**src/rtl/serial_adder_pkg.sv**
```systemverilog
// Shared definitions for the bit-serial adder slice.
package serial_adder_pkg;

    // Default operand/result width.
    localparam int unsigned DEFAULT_WIDTH = 8;

    // Bits needed to count 0..width inclusive (ceil(log2(width+1))), minimum 1.
    function automatic int unsigned cnt_bits(input int unsigned width);
        int unsigned bits;
        bits = $clog2(width + 1);
        return (bits < 1) ? 1 : bits;
    endfunction

endpackage

```
**src/rtl/serial_adder_full_adder.sv**
```systemverilog
// One-bit full adder used as the serial adder's bit slice.
module full_adder (
    input  logic a,
    input  logic b,
    input  logic cin,
    output logic s,
    output logic cout
);

    logic w_p;

    // Propagate term shared by sum and carry.
    assign w_p  = a ^ b;
    assign s    = w_p ^ cin;
    assign cout = (a & b) | (cin & w_p);

endmodule

```
**src/rtl/serial_adder.sv**
```systemverilog
// Bit-serial adder: captures a, b, cin on start and produces a+b+cin one bit
// per clock through a single full adder, LSB first.
module serial_adder
    import serial_adder_pkg::*;
#(
    parameter int unsigned WIDTH = DEFAULT_WIDTH
) (
    input  logic             clk,
    input  logic             rst,
    input  logic             start,
    input  logic [WIDTH-1:0] a,
    input  logic [WIDTH-1:0] b,
    input  logic             cin,
    output logic             busy,
    output logic             done,
    output logic [WIDTH-1:0] sum,
    output logic             cout
);

    localparam int unsigned CNT_W = cnt_bits(WIDTH);

    // State encodings kept local to this module.
    localparam logic [1:0] S_IDLE = 2'd0;
    localparam logic [1:0] S_RUN  = 2'd1;
    localparam logic [1:0] S_DONE = 2'd2;

    logic [1:0]       r_state;
    logic [1:0]       w_state_nxt;

    logic [WIDTH-1:0] r_a;
    logic [WIDTH-1:0] r_b;
    logic [WIDTH-1:0] r_res;
    logic             r_carry;
    logic [CNT_W-1:0] r_cnt;

    logic             r_busy;
    logic             r_done;
    logic [WIDTH-1:0] r_sum;
    logic             r_cout;

    logic             w_fa_s;
    logic             w_fa_c;
    logic             w_accept;
    logic             w_last;
    logic             w_busy_nxt;
    logic             w_done_nxt;
    logic [WIDTH-1:0] w_res_nxt;

    // Single bit slice fed by the operand LSBs and the carry flop.
    full_adder u_fa (
        .a    (r_a[0]),
        .b    (r_b[0]),
        .cin  (r_carry),
        .s    (w_fa_s),
        .cout (w_fa_c)
    );

    // Start is honoured only when not already running.
    assign w_accept = start && ((r_state == S_IDLE) || (r_state == S_DONE));

    // Final RUN edge: the counter has seen WIDTH-1 bits already.
    assign w_last = (r_state == S_RUN) && (r_cnt == CNT_W'(WIDTH - 1));

    // New sum bit enters at the MSB; after WIDTH shifts bit 0 holds the LSB.
    assign w_res_nxt = (r_res >> 1) | (WIDTH'(w_fa_s) << (WIDTH - 1));

    // State register.
    always_ff @(posedge clk or posedge rst) begin
        if (rst) begin
            r_state <= S_IDLE;
        end else begin
            r_state <= w_state_nxt;
        end
    end

    // Next-state decode.
    always_comb begin
        w_state_nxt = r_state;
        case (r_state)
            S_IDLE: begin
                if (start) begin
                    w_state_nxt = S_RUN;
                end
            end
            S_RUN: begin
                if (w_last) begin
                    w_state_nxt = S_DONE;
                end
            end
            S_DONE: begin
                if (start) begin
                    w_state_nxt = S_RUN;
                end else begin
                    w_state_nxt = S_IDLE;
                end
            end
            default: begin
                w_state_nxt = S_IDLE;
            end
        endcase
    end

    // Status flags decoded from the upcoming state so they can be registered.
    always_comb begin
        w_busy_nxt = 1'b0;
        w_done_nxt = 1'b0;
        if (w_state_nxt == S_RUN) begin
            w_busy_nxt = 1'b1;
        end
        if (w_state_nxt == S_DONE) begin
            w_done_nxt = 1'b1;
        end
    end

    // Registered status outputs.
    always_ff @(posedge clk or posedge rst) begin
        if (rst) begin
            r_busy <= 1'b0;
            r_done <= 1'b0;
        end else begin
            r_busy <= w_busy_nxt;
            r_done <= w_done_nxt;
        end
    end

    // Operand shift registers, carry flop, partial result and bit counter.
    always_ff @(posedge clk or posedge rst) begin
        if (rst) begin
            r_a     <= '0;
            r_b     <= '0;
            r_res   <= '0;
            r_carry <= 1'b0;
            r_cnt   <= '0;
        end else if (w_accept) begin
            r_a     <= a;
            r_b     <= b;
            r_res   <= '0;
            r_carry <= cin;
            r_cnt   <= '0;
        end else if (r_state == S_RUN) begin
            r_a     <= r_a >> 1;
            r_b     <= r_b >> 1;
            r_res   <= w_res_nxt;
            r_carry <= w_fa_c;
            r_cnt   <= r_cnt + CNT_W'(1);
        end
    end

    // Result outputs load only on the transition into DONE and hold otherwise.
    always_ff @(posedge clk or posedge rst) begin
        if (rst) begin
            r_sum  <= '0;
            r_cout <= 1'b0;
        end else if (w_last) begin
            r_sum  <= w_res_nxt;
            r_cout <= w_fa_c;
        end
    end

    assign busy = r_busy;
    assign done = r_done;
    assign sum  = r_sum;
    assign cout = r_cout;

endmodule
```
**config.mk**
```make
export PLATFORM = sky130hd
export DESIGN_NAME = serial_adder
export DESIGN_NICKNAME = d
export VERILOG_FILES = /design/src/rtl/serial_adder_pkg.sv /design/src/rtl/serial_adder_full_adder.sv /design/src/rtl/serial_adder.sv
export SDC_FILE = /design/constraint.sdc
export NUM_CORES = 1
export LEC_CHECK = 0
export CAP_MARGIN = 40
export CORE_MARGIN = 1
export CORE_UTILIZATION = 47
export CTS_CLUSTER_DIAMETER = 100
export DETAILED_ROUTE_END_ITERATION = 10
export PLACE_DENSITY = 0.71
export SETUP_SLACK_MARGIN = 0.02
export SKIP_LAST_GASP = 1
export SLEW_MARGIN = 20
export SYNTH_ARGS = -nofsm -noshare
export SYNTH_HDL_FRONTEND = slang
export SYNTH_SLANG_ARGS = --single-unit
```
**constraint.sdc**
```tcl
create_clock -name clk -period 2.9 [get_ports clk]
set_clock_uncertainty 0.05 [all_clocks]
set_input_delay 0.725 -clock clk [delete_from_list [all_inputs] [get_ports clk]]
set_output_delay 0.725 -clock clk [all_outputs]
set_load 0.005 [all_outputs]
```
After elaboration in Yosys (flattened, before gate mapping). Index checks and enable logic that the tools add are counted.

Bits in registers: 42. Input bits: 20. Output and inout port bits: 11.

$add $sub $neg: 1. Equal/unequal tests: 5. Multiplexer cells: 16. Bitwise logic cells: 6. Reductions and logical operators: 5.

Operators with widths (count): $mux 8 (6); $mux 4 (2); $or 7x8->8 (1); $pmux 2 s3 (1); $mux 1 (5); $add 4x1->4 const B (1); $eq 2x1->1 const B (2); $eq 2x2->1 const B (2); $eq 4x3->1 const B (1); $mux 2 (2); $and 1x1->1 (2); $logic_and 1x1->1 (2); $logic_not 2->1 (1); $reduce_bool 2->1 (1); $xor 1x1->1 (2); $logic_or 1x1->1 (1); $or 1x1->1 (1).

Logic depth before layout (Yosys ltp). Gate-level depths: netlist (run 1).

Depth after elaboration: 6. Gate-level depth with buffers: 5. Mapped depth without buffers: 3.

Cells and area by module. From an unflattened synthesis (run 1), not the netlist that was laid out.

Cells, all modules: 119. Area total of the unflattened synthesis: 1669.1 um2.

By module, submodules not included: serial_adder (times used 1, cells each 118, area each 1649.1 um2, seq. area each 1026.0 um2); full_adder (times used 1, cells each 1, area each 20.0 um2, seq. area each 0.0 um2).

Worst setup path before layout (run 1). OpenSTA, ideal clock, no wires.

Path type: input -> register. From: input start. To: register r_a[1]. Library setup time: 0.124 ns. Arrival time: 1.401 ns. Data required time: 2.726 ns. Path slack: 1.325 ns. Stages: 5. Path buffers: 2. Cells stage by stage: and2b_1 buf_2 buf_2 a22oi_1 nand2_1.

Word-level cells in the longest chain between the ends: 2.

Ends and longest elaborated chain: start, declared (line serial_adder.sv:10) `input logic start,`; $logic_and 1x1->1 (*) (line serial_adder.sv:59) `assign w_accept = start && ((r_state == S_IDLE) || (r_state == S_DONE));`; $mux 8 / $reduce_bool 2->1 (equally long branches); end signal, assigned (line serial_adder.sv:141) `r_a <= r_a >> 1;`; end, declared (line serial_adder.sv:30) `logic [WIDTH-1:0] r_a;`.

Every way passes the cells marked *; elsewhere a longest branch is shown, timed or not. A chain may end at the register's enable or synchronous reset.

Final worst setup path (run 1).
From: register r_sum[5] (netlist: sum[5]). To: output sum[5].

RTL lines: start, declared (line serial_adder.sv:38) `logic [WIDTH-1:0] r_sum;`; start signal, assigned (line serial_adder.sv:155) `r_sum <= w_res_nxt;`; end, declared (line serial_adder.sv:16) `output logic [WIDTH-1:0] sum,`.

No word-level cell between the ends.

==> out/qor.csv, run 1 <==
metric;value;unit
status;finished, final reports clean;
p_int;1460;uW
maxCapViolations;0;
drtIter0Drc;98;
die_w;62.5;um
fillers;282;
port-buffer-count;30;
cts_setup_buffers;0;
gp_congestion;0.745;
cts_max_level;2;
multiInputGateArea;613;sq um
synth_top_area_share;59.6;%
clock-sinks;41;
synth_area_leader_cell;dfrtp_1;
cp.arrival;1210;ps
drc;0;
antenna_found_initial;0;
syn_area;0.00172;sq mm
tritoncts;yes;
grt_max_degree;42;
grt-ovfl-total;0;
slew_viol_final;0;
rsz0062_at_grt;false;
fp.dieArea;0.00391;sq mm
initial_core_util;50.4;%
via_per_inst;5.49;
endpoint_kind;output port;
p_sw;730;uW
p_seq_share;44.1;%
pin_count;31;
setup-tns-final;0;ps
via_count;1192;
core-area;0.00342;sq mm
worst-setup-path-type;register to output port;
ir_drop;390;uV
crit_path_top_delay_cell;clkdlybuf4s50_1;
critPathLaunchType;register;
cp.buffers_inverters;1;
synthesis.nets;162;
drt_first_pass_iters;4;
final_cells;217;
post-place-cells;209;
syn_avg_cell_area;12.3;sq um
synth-seq-cells;41;
drtAntennaViolNets;0;
cp_cell_sequence;clkdlybuf4s50_1;
nets;192;
ctsRootBufferMaster;clkbuf_4;
wl;3.19;mm
dpl.hpwl;2.13;mm
crit_family;buffers and inverters;
cts_resized;0;
ys_top_cells_by_area;dfrtp_1 60%, mux2_4 6.1%, a22oi_1 5.7%;
n_antenna_cell;0;
post-synth-top-count-cell;dfrtp_1;
pwr-share-comb;38.4;%
ys.warnings.count;0;
grt_pass1_wl;5.68;mm
critPathMaxStageDelay;500;ps
power_density;1030;mW/mm^2
clk_latency;350;ps
synth_common_cells;41 x dfrtp_1, 16 x nand2_1, 13 x a22oi_1, 11 x nand3_1, 9 x a22o_1;
synth-edff-count;0;
hp-class;register to register;
post-route-period-util;68.6;%
grt_pass1_vias;1256;
switching_share;33.3;%
clk_pin_slew_worst_paths;120;ps
synthFlopType;dfrtp_1;
period_needed;1990;ps
synth_cell_type_count;28;
area_growth;23.5;%
rows;21;
finalSetupViolCount;0;
die_h;62.5;um
drive_gt1_share;11.1;%
cts_buffers;5;
wl_per_cell;14.7;um
seqCellArea;0.00103;sq mm
postSynthCellCount;140;
post-route-util;62.3;%
hold_buffers;0;
grt_util_all_layers;18.6;%
cp_max_fo;2;
relSlewSlack;57.9;%
timing.fmax;0.503;GHz
clockBufferDepth;2;
crit_required;2120;ps
p_leak;0.000997;uW
async_flop_share;100;%
worstMarginPinSlew;631;ps
rrSetupSlack;1080;ps
hold_violations;0;
synth-seq-area-share;59.6;%
clkPwrFrac;17.5;%
power;2190;uW
-- cell usage in the layout, fill, tap and decap left out, types with 2 or more instances in the layout --
| cell type | instances |
|---|---|
| clkdlybuf4s50_1 | 30 |
| mux2_4 | 7 |
| nor2_1 | 2 |
| dfrtp_1 | 41 |
| nand2b_1 | 2 |
| buf_4 | 3 |
| a31oi_1 | 2 |
| a22oi_1 | 13 |
| nand2_1 | 16 |
| a22o_1 | 9 |
| inv_1 | 6 |
| and4b_1 | 2 |
| nand3_1 | 11 |
| clkbuf_4 | 5 |
| o21ai_0 | 4 |
| mux2i_1 | 3 |
-- kinds of logic (layout without fill, tap and decap cells) --
| family | Yosys count | in the layout | share of synthesized area (%) |
|---|---|---|---|
| buf+inv | 16 | 47 | 4.80 |
| xor+xnor | 1 | 1 | 0.509 |
| simple gates | 39 | 39 | 11.9 |
| flops | 41 | 41 | 59.6 |
| fa+ha+maj | 2 | 2 | 1.89 |
| mux | 10 | 10 | 7.85 |
| compound gates | 31 | 31 | 13.4 |
-- final timing paths --
| path | start | to | cells after the start |
|---|---|---|---|
| max | sum[5]$_DFFE_PP0P_ | sum[5] | 1 |
| min | r_a[4]$_DFFE_PP0P_ | r_a[3]$_DFFE_PP0P_ | 2 |
| max reg2reg | r_cnt[0]$_DFFE_PP0P_ | sum[4]$_DFFE_PP0P_ | 3 |
| min reg2reg | r_a[4]$_DFFE_PP0P_ | r_a[3]$_DFFE_PP0P_ | 2 |
| max in group asynchronous | rst | r_res[2]$_DFFE_PP0P_ | 3 |
| min in group asynchronous | rst | r_a[0]$_DFFE_PP0P_ | 3 |
-- metal layers --
| metal | wire length (um) | GRT usage (%) | part of all wire [%] | vias to the layer above |
|---|---|---|---|---|
| met5 | 0 | 0 | 0 | - |
| met4 | 30 | 6.10 | 0.94 | 0 |
| li1 | - | - | - | 554 |
| met1 | 1510 | 23.0 | 47 | 599 |
| met3 | 152 | 5.84 | 4.8 | 4 |
| met2 | 1500 | 30.8 | 47 | 35 |
-- area by class of cell --
type,count,area share (%)
clock inverters,1,1.41
flip-flops and latches,41,48.2
clock buffers,7,2.59
inverters,6,1.06
repair buffers,33,15.2
well taps,46,2.71
multi-input cells,83,28.8
-- registers in the layout (all words and copies together), names as in the netlist --
name	count
busy	1
cout	1
done	1
r_a	8
r_b	8
r_carry	1
r_cnt	4
r_res	7
r_state	2
sum	8
-- through the flow --
step | setup slack (ps) | hold slack, ps | cell area [sq um]
2_1_floorplan | 1180 | 412 | 1720
3_3_place_gp | 789 | 422 | 2040
3_5_place_dp | 738 | 436 | 2040
4_1_cts | 888 | 454 | 2130
5_1_grt | 835 | 494 | 2130
6_report | 912 | 449 | 2130
-- power by group through the flow --
stage                     clock network (uW)  logic (uW)  registers, uW
after floorplan                            0         614            943
after global placement                     0         817            963
after detailed placement                   0         849            977
after CTS                                395         854            966
after global routing                     428         932            994
final                                    384         841            967
(Power assumes the default switching activity.)
==> inputs of run 2 (changes only) <==
Clock period 2.9 ns to 1.85 ns, I/O delays scaled along.
==> run 2 against run 1 <==
Net effect: sequential cell count did not move; utilization rose by 1.2 points; die area did not move; cell count rose by 1.4%; combinational power rose by 66%; clock power rose by 46%; routed wire length rose by 5.1%; largest power group unchanged; highest routed layer unchanged.
==> out/qor.csv, run 2 (same netlist as run 1, synthesis figures left out) <==
metric;value;unit
status;finished, final reports clean;
cp_cell_sequence;clkdlybuf4s50_1;
clk_pin_slew_worst_paths;120;ps
drive_gt1_share;13.2;%
cp_max_fo;2;
crit_required;1340;ps
clockBufferDepth;2;
p_seq_share;43.8;%
drtIter0Drc;54;
grt_util_all_layers;19.8;%
p_sw;1170;uW
switching_share;33.7;%
clock-sinks;41;
ir_drop;848;uV
hold_buffers;0;
endpoint_kind;output port;
cts_max_level;2;
post-route-period-util;94.3;%
wl_per_cell;15.3;um
finalSetupViolCount;0;
gp_congestion;0.751;
maxCapViolations;0;
initial_core_util;50.4;%
rsz0062_at_grt;false;
post_dp_cell_area;0.00210;sq mm
die_h;62.5;um
pin_count;31;
via_count;1198;
cp.buffers_inverters;1;
n_antenna_cell;0;
cts_setup_buffers;0;
crit_family;buffers and inverters;
hp-class;primary input to async pin;
relSlewSlack;73.7;%
nets;196;
p_leak;0.00102;uW
timing.fmax;0.573;GHz
grt_max_degree;42;
cp.arrival;1230;ps
period_needed;1740;ps
final_common_cell;dfrtp_1;
dpl.hpwl;2.34;mm
cts_resized;0;
critPathLaunchType;register;
slew_viol_final;0;
worstMarginPinSlew;394;ps
grt_pass1_vias;1199;
pwr-share-comb;40.1;%
die_w;62.5;um
drtAntennaViolNets;0;
tritoncts;yes;
grt-ovfl-total;0;
p_int;2310;uW
clk_latency;360;ps
mostFrequentLayoutCells;41 x dfrtp_1, 30 x clkdlybuf4s50_1, 16 x nand2_1;
drc;0;
port-buffer-count;30;
worst-setup-path-type;register to output port;
area_growth;26.0;%
crit_path_top_delay_cell;clkdlybuf4s50_1;
ctsRootBufferMaster;clkbuf_4;
hold_violations;0;
post-route-util;63.5;%
antenna_found_initial;0;
core-area;0.00342;sq mm
setup-tns-final;0;ps
critPathMaxStageDelay;500;ps
wl;3.36;mm
grt_pass1_wl;5.79;mm
rows;21;
drt_first_pass_iters;4;
power_density;1600;mW/mm^2
final_area;0.00217;sq mm
fp.dieArea;0.00391;sq mm
clkPwrFrac;16.1;%
via_per_inst;5.45;
cts_buffers;5;
-- run 2: changes by cell type in the layout (fill, tap and decap cells not counted), sizes merged --
cell,before,now
buf,3,7
clkbuf,7,5
clkinv,0,1
-- run 2: power groups by stage --
stage               clock, uW  sequential, uW  combinational, uW
global route              613            1570               1560
floorplan                   0            1480                962
CTS                       571            1520               1410
detailed placement          0            1540               1410
finish                    559            1530               1400
global placement            0            1520               1360
-- run 2: layer usage --
metal,global-route usage [%],wire length [um],up-vias
met5,0,0,-
met4,9.59,50,0
met3,4.38,166,5
met2,30.6,1660,35
met1,26.4,1480,596
li1,-,-,562
-- run 2: layout make-up --
cell class | instances | area [sq um]
inverter | 6 | 22.5
tap | 46 | 57.6
multi-input combinational | 83 | 613
clock inverter | 2 | 35.0
clock buffer | 5 | 37.5
fill | 297 | 1250
timing repair buffer | 37 | 378
sequential | 41 | 1030
-- run 2: worst paths after layout --
path	depth (start not counted)	to	from	slack, ps
max	1	sum[3]	sum[3]$_DFFE_PP0P_	110
min	3	sum[3]$_DFFE_PP0P_	rst	400
max reg2reg	4	sum[2]$_DFFE_PP0P_	r_cnt[1]$_DFFE_PP0P_	320
min reg2reg	2	r_a[0]$_DFFE_PP0P_	r_a[1]$_DFFE_PP0P_	450
max in group asynchronous	3	r_a[6]$_DFFE_PP0P_	rst	1130
min in group clk	2	r_a[0]$_DFFE_PP0P_	r_a[1]$_DFFE_PP0P_	450
-- run 2: stage by stage --
stage	setup WS [ps]	hold slack [ps]	total power (uW)	std cells
after floorplan	391	412	2440	140
after global placement	117	422	2880	213
after detailed placement	71.7	434	2960	213
after CTS	94.6	416	3510	220
after global routing	51.3	432	3750	220
final	106	403	3480	220
